[src/rtl/regfile_wb_arbiter_if.sv]
// Writeback bus between the execute/memory requesters, decode's scoreboard
// queries and the register-file write port.
interface regfile_wb_arbiter_if #(
  parameter int XLEN = 32
);
  logic            alu_valid;
  logic            alu_ready;
  logic [4:0]      alu_rd;
  logic [XLEN-1:0] alu_xd;
  logic            mem_valid;
  logic            mem_ready;
  logic [4:0]      mem_rd;
  logic [XLEN-1:0] mem_xd;
  logic [4:0]      rd;
  logic [XLEN-1:0] xd;
  logic            rd_en;
  logic            sb_set_en;
  logic [4:0]      sb_set_rd;
  logic [4:0]      rs1;
  logic [4:0]      rs2;
  logic            rs1_busy;
  logic            rs2_busy;

  modport master (
    output alu_valid, alu_rd, alu_xd, mem_valid, mem_rd, mem_xd,
    output sb_set_en, sb_set_rd, rs1, rs2,
    input  alu_ready, mem_ready, rd, xd, rd_en, rs1_busy, rs2_busy
  );

  modport slave (
    input  alu_valid, alu_rd, alu_xd, mem_valid, mem_rd, mem_xd,
    input  sb_set_en, sb_set_rd, rs1, rs2,
    output alu_ready, mem_ready, rd, xd, rd_en, rs1_busy, rs2_busy
  );
endinterface

[src/rtl/regfile_wb_arbiter.sv]
// Register-file writeback arbiter (mem priority, ALU anti-starvation) with a
// pending-write scoreboard. Optional macro WB_BYPASS_EN masks busy on same-cycle writeback.
module regfile_wb_arbiter #(
  parameter int XLEN     = 32,
  parameter int MAX_WAIT = 4
) (
  input  logic                 clk,
  input  logic                 reset,
  regfile_wb_arbiter_if.slave  bus
);

  localparam logic [3:0] MAX_WAIT_C = 4'(MAX_WAIT);

  function automatic logic [3:0] sat_inc(input logic [3:0] v);
    return (v >= MAX_WAIT_C) ? MAX_WAIT_C : v + 4'd1;
  endfunction

  function automatic logic [31:0] onehot(input logic [4:0] r);
    return 32'b1 << r;
  endfunction

  logic [3:0]      wait_q, wait_d;
  logic [4:0]      rd_q, rd_d;
  logic [XLEN-1:0] xd_q, xd_d;
  logic            rd_en_q, rd_en_d;
  logic [31:0]     pend_q, pend_d;

  logic            alu_gnt, mem_gnt, xfer;
  logic [4:0]      sel_rd;
  logic [XLEN-1:0] sel_xd;
  logic [31:0]     set_vec, clr_vec;
  logic            rs1_fwd, rs2_fwd;

  // Grant: ALU wins only when alone or after being refused MAX_WAIT times
  always_comb begin
    alu_gnt = 1'b0;
    mem_gnt = 1'b0;
    if (!reset) begin
      if (bus.alu_valid && (!bus.mem_valid || wait_q == MAX_WAIT_C))
        alu_gnt = 1'b1;
      else if (bus.mem_valid)
        mem_gnt = 1'b1;
    end
  end

  assign xfer   = alu_gnt | mem_gnt;
  assign sel_rd = alu_gnt ? bus.alu_rd : bus.mem_rd;
  assign sel_xd = alu_gnt ? bus.alu_xd : bus.mem_xd;

  always_comb begin
    wait_d  = 4'd0;
    rd_d    = rd_q;
    xd_d    = xd_q;
    rd_en_d = 1'b0;
    if (bus.alu_valid && !alu_gnt)
      wait_d = sat_inc(wait_q);
    if (xfer) begin
      rd_d    = sel_rd;
      xd_d    = sel_xd;
      rd_en_d = (sel_rd != 5'd0);
    end
  end

  // A fresh issue to the same register outranks the retiring write
  always_comb begin
    set_vec = bus.sb_set_en ? onehot(bus.sb_set_rd) : 32'd0;
    clr_vec = rd_en_q ? onehot(rd_q) : 32'd0;
    pend_d  = ((pend_q & ~clr_vec) | set_vec) & ~32'd1;
  end

  always_ff @(posedge clk) begin
    if (reset) begin
      wait_q  <= 4'd0;
      rd_q    <= 5'd0;
      xd_q    <= '0;
      rd_en_q <= 1'b0;
      pend_q  <= 32'd0;
    end else begin
      wait_q  <= wait_d;
      rd_q    <= rd_d;
      xd_q    <= xd_d;
      rd_en_q <= rd_en_d;
      pend_q  <= pend_d;
    end
  end

`ifdef WB_BYPASS_EN
  // Write-through register file lets decode read the value being written now
  assign rs1_fwd = rd_en_q && (rd_q == bus.rs1) && !(bus.sb_set_en && bus.sb_set_rd == bus.rs1);
  assign rs2_fwd = rd_en_q && (rd_q == bus.rs2) && !(bus.sb_set_en && bus.sb_set_rd == bus.rs2);
`else
  assign rs1_fwd = 1'b0;
  assign rs2_fwd = 1'b0;
`endif

  assign bus.alu_ready = alu_gnt;
  assign bus.mem_ready = mem_gnt;
  assign bus.rd        = rd_q;
  assign bus.xd        = xd_q;
  assign bus.rd_en     = rd_en_q;
  assign bus.rs1_busy  = pend_q[bus.rs1] && !rs1_fwd;
  assign bus.rs2_busy  = pend_q[bus.rs2] && !rs2_fwd;

endmodule

[src/flat_wrapper.sv]
// flat-port wrapper written by rule: the top's interface ports become plain ports
module regfile_wb_arbiter_flat 
#(
  parameter int XLEN     = 32,
  parameter int MAX_WAIT = 4
)
  (clk, reset, bus_alu_valid, bus_alu_rd, bus_alu_xd, bus_mem_valid, bus_mem_rd, bus_mem_xd, bus_sb_set_en, bus_sb_set_rd, bus_rs1, bus_rs2, bus_alu_ready, bus_mem_ready, bus_rd, bus_xd, bus_rd_en, bus_rs1_busy, bus_rs2_busy);
  regfile_wb_arbiter_if #(.XLEN(XLEN)) bus_i ();
  input  logic clk;
  input  logic reset;
  input wire logic [$bits(bus_i.alu_valid)-1:0] bus_alu_valid;
  input wire logic [$bits(bus_i.alu_rd)-1:0] bus_alu_rd;
  input wire logic [$bits(bus_i.alu_xd)-1:0] bus_alu_xd;
  input wire logic [$bits(bus_i.mem_valid)-1:0] bus_mem_valid;
  input wire logic [$bits(bus_i.mem_rd)-1:0] bus_mem_rd;
  input wire logic [$bits(bus_i.mem_xd)-1:0] bus_mem_xd;
  input wire logic [$bits(bus_i.sb_set_en)-1:0] bus_sb_set_en;
  input wire logic [$bits(bus_i.sb_set_rd)-1:0] bus_sb_set_rd;
  input wire logic [$bits(bus_i.rs1)-1:0] bus_rs1;
  input wire logic [$bits(bus_i.rs2)-1:0] bus_rs2;
  output wire logic [$bits(bus_i.alu_ready)-1:0] bus_alu_ready;
  output wire logic [$bits(bus_i.mem_ready)-1:0] bus_mem_ready;
  output wire logic [$bits(bus_i.rd)-1:0] bus_rd;
  output wire logic [$bits(bus_i.xd)-1:0] bus_xd;
  output wire logic [$bits(bus_i.rd_en)-1:0] bus_rd_en;
  output wire logic [$bits(bus_i.rs1_busy)-1:0] bus_rs1_busy;
  output wire logic [$bits(bus_i.rs2_busy)-1:0] bus_rs2_busy;
  assign bus_i.alu_valid = bus_alu_valid;
  assign bus_i.alu_rd = bus_alu_rd;
  assign bus_i.alu_xd = bus_alu_xd;
  assign bus_i.mem_valid = bus_mem_valid;
  assign bus_i.mem_rd = bus_mem_rd;
  assign bus_i.mem_xd = bus_mem_xd;
  assign bus_i.sb_set_en = bus_sb_set_en;
  assign bus_i.sb_set_rd = bus_sb_set_rd;
  assign bus_i.rs1 = bus_rs1;
  assign bus_i.rs2 = bus_rs2;
  assign bus_alu_ready = bus_i.alu_ready;
  assign bus_mem_ready = bus_i.mem_ready;
  assign bus_rd = bus_i.rd;
  assign bus_xd = bus_i.xd;
  assign bus_rd_en = bus_i.rd_en;
  assign bus_rs1_busy = bus_i.rs1_busy;
  assign bus_rs2_busy = bus_i.rs2_busy;
  regfile_wb_arbiter #(.XLEN(XLEN), .MAX_WAIT(MAX_WAIT)) u_core (.clk(clk), .reset(reset), .bus(bus_i));
endmodule
[config.mk]
export PLATFORM = sky130hd
export DESIGN_NAME = regfile_wb_arbiter_flat
export DESIGN_NICKNAME = d
export VERILOG_FILES = /design/src/rtl/regfile_wb_arbiter_if.sv /design/src/rtl/regfile_wb_arbiter.sv /design/src/flat_wrapper.sv
export SDC_FILE = /design/constraint.sdc
export NUM_CORES = 1
export LEC_CHECK = 0
export CAP_MARGIN = 15
export CORE_MARGIN = 2
export CORE_UTILIZATION = 41
export DETAILED_ROUTE_END_ITERATION = 8
export PLACE_DENSITY_LB_ADDON = 0.1
export SYNTH_ARGS = -nofsm -noshare
export SYNTH_HDL_FRONTEND = slang
export SYNTH_SLANG_ARGS = --single-unit
[constraint.sdc]
create_clock -name clk -period 2.1 [get_ports clk]
set_clock_uncertainty 0.2 [all_clocks]
set_input_delay 0.42 -clock clk [delete_from_list [all_inputs] [get_ports clk]]
set_output_delay 0.42 -clock clk [all_outputs]
set_load 0.1 [all_outputs]
==> impl_metrics.toml <==
[sta]
setup_viol = 3
min_period_ps = 2500
rsz0062_at_grt = "true"
layout_setup_ws_ps = -400
whs_ps = 301
tightest_slew_ps = 521
hold_viol_final = 0
max-slew-margin-rel_pct = 65.3
slew_viol_final = 0
fin_crit_sh_pct = 119
clock.fmax_mhz = 400

[status]
violations = "negative setup slack"
status = "complete, but fails checks"

[setup_path]
crit_path_end_kind = "output pin"
path_cells = "dlygate4sd2_1 > bufbuf_16 > mux2i_1 > nand3_1 > nand3_1 > nand4_1 > buf_12"
required_ps = 1480
path_common_cell = "nand3_1"
crit_fanout = 4
critPathSlowestCell = "bufbuf_16"
cpPeakStageDelay_ps = 280
startpoint_type = "input port"
worstPathArrival_ps = 1880
worstSetupPathType = "in -> out"

[synth]
synth_seq_area_share_pct = 38.2
synth.distinct_cells = 35
yosysTopAreaCellShare_pct = 38.2
postSynthCellCount = 434
synth_area_mm2 = 0.00383
syn_area_per_cell_um2 = 8.82
synth-seq-cells = 73
syn-num-nets = 530
ys_warn_count = 0
netlist.top_cell.by_area = "dfxtp_1"
netlist_top_cells_area = "dfxtp_1 (38%), mux2i_1 (14%), a211oi_2 (6.2%), nor2_1 (5.1%), a21oi_1 (4.8%)"

[layout]
multiInputGateArea_mm2 = 0.00232
instances_no_fill = 706
nets = 686
regArea_mm2 = 0.00147
mostFrequentLayoutCells = "clkdlybuf4s50_1 (84), dfxtp_1 (67), nor2_1 (51)"
fill_cells = 703
drive_gt1_share_pct = 25.8
area_delta_synth_final_pct = 67.3
final_common_cell = "clkdlybuf4s50_1"

[clocking]
cts_root_buffer = "clkbuf_8"
path_clk_slew_ps = 70
clock_path_buffers = 2
cts_buffers = 9
cts_max_level = 3
cts_tree = "done"
clock-sinks = 73
clkLatencyLatePin_ps = 350
cts_hold_buf = 0

[placement]
gp_congestion = 0.877
io_buffers = 135
hpwl_um = 8650
placedCellCount = 679

[global_routing]
grt_pass1_vias = 3695
grt_pass1_wl_um = 18000
grt_use_total_pct = 22.9
antenna_found_initial = 1
global_route.overflow_total = 0
grt_start_max_net_pins = 47

[power_and_ir_drop]
pwr_density_cell_mw_per_mm2 = 645
ir_drop_mv = 0.364
clkPwrFrac_pct = 29.4
seq_power_share_pct = 37.1
comb_power_share_pct = 33.5
p_int_mw = 2.75
switchingPower_mw = 1.39
p_leak_nw = 2.36
swShare_pct = 33.5

[routing]
vias = 3754
drcViolationCount = 0
drtAntennaViolNets = 0
post_drt_wl_per_cell_um = 16.2
drt_iter0_drc = 89
post_drt_via_cell_ratio = 5.32
wirelength_um = 11400
firstDrtPassIters = 4

[die]
die_w_um = 101
initial_core_util_pct = 41.8
core_area_mm2 = 0.00915
io_pins = 136
die_y_um = 101
dieArea_mm2 = 0.0101
fp-row-count = 35

[run]
cap_viol_max_count = 0

[min_path]
hold_path_class = "reg -> reg"
-- registers in the layout (all words and copies together), names as in the netlist --
name / count
u_core.bus.rd_en: 1
u_core.bus.rd: 5
u_core.pend_q: 31
u_core.wait_q: 4
u_core.bus.xd: 32
-- worst max-delay path: cells and delay by family --
kind | cells | cell delay (ps)
buf+inv | 3 | 780
simple gates | 3 | 470
mux | 1 | 210
-- power by group through the flow --
stage                     sequential [mW]  combinational [mW]  clock, mW
after floorplan                      1.93               0.372          0
after global placement               1.56                1.33          0
after detailed placement             1.56                1.34          0
after CTS                            1.53                1.37       1.24
after global routing                 1.54                1.44       1.30
final                                1.53                1.38       1.21
-- per-stage QoR --
| step | setup TNS (ps) | utilization (%) | area [um2] | total power [mW] | worst slack [ps] |
|---|---|---|---|---|---|
| final | -817 | 70.0 | 6400 | 4.13 | -400 |
| after global routing | -1040 | 70.0 | 6400 | 4.29 | -455 |
| after CTS | -835 | 68.7 | 6290 | 4.14 | -386 |
| after detailed placement | -7130 | 64.8 | 5930 | 2.90 | -802 |
| after global placement | -6020 | 64.8 | 5930 | 2.88 | -754 |
| after floorplan | -1370 | - | 3920 | 2.30 | -685 |
-- kinds of logic (layout without fill, tap and decap cells) --
kind of cell               after synthesis  after routing  synth area share [%]
other                                    1              2                0.0979
and+or+nand+nor                        139            139                  16.5
AOI/OAI and AO/OA                      120            120                  22.0
muxes                                   61             61                  17.9
DFF                                     73             73                  38.2
adders and majority gates                2              2                 0.653
buffers and inverters                   38            198                  4.67
-- timing repair --
item | 4_1_cts | 5_1_grt
setup buffers | 8 | 1
endpoints found under the setup margin | 4 | 30
gates cloned | 2 | 1
gates resized for setup | 27 | 18
pin swaps | 5 | 5
-- final cells by class --
| cell class | instances | share of cell area (%) |
|---|---|---|
| Antenna cell | 1 | 0.0391 |
| Clock buffer | 10 | 2.15 |
| Inverter | 7 | 0.410 |
| Multi-Input combinational cell | 323 | 36.3 |
| Sequential cell | 73 | 22.9 |
| Clock inverter | 5 | 1.25 |
| Timing Repair Buffer | 176 | 34.8 |
| Tap cell | 111 | 2.17 |
-- cells in the mapped netlist --
cell type / number
dfxtp_1: 73
mux2i_1: 55
nor2_1: 52
nand2_1: 39
a21oi_1: 37
a211oi_1: 21
clkbuf_1: 21
o21ai_1: 20
a211oi_2: 19
nand2b_1: 15
o21ai_0: 12
nand3_1: 11
inv_1: 7
nor2b_1: 7
mux4_2: 6
buf_2: 5
a22oi_1: 4
buf_6: 4
nand4_1: 3
nor3_1: 3
ha_1: 2
nand4b_1: 2
nor4_1: 2
o2111ai_1: 2
o211ai_1: 2
a211oi_4: 1
a41oi_1: 1
and2_0: 1
buf_1: 1
conb_1: 1
nand3b_1: 1
o311a_1: 1
or2_1: 1
or2_2: 1
or4_1: 1
-- metal layers --
metal | track usage [%] | part of all wire [%] | up-vias
met4 | 8.01 | 1.8 | 0
met5 | 0 | 0 | -
met1 | 26.3 | 40 | 1746
met3 | 7.35 | 7.0 | 18
li1 | - | - | 1876
met2 | 40.0 | 52 | 114
-- worst paths after layout --
check / endpoint / slack (ps) / start / cells past startpoint
min: u_core.pend_q[22]$_SDFF_PP0_ / 300 / u_core.pend_q[22]$_SDFF_PP0_ / 2
min reg2reg: u_core.pend_q[22]$_SDFF_PP0_ / 300 / u_core.pend_q[22]$_SDFF_PP0_ / 2
max: bus_rs1_busy / -400 / bus_rs1[2] / 7
max reg2reg: u_core.bus.rd[2]$_SDFFE_PP0P_ / 60 / u_core.wait_q[1]$_SDFF_PP0_ / 9
Note: power is estimated with default switching activity, not from simulation.
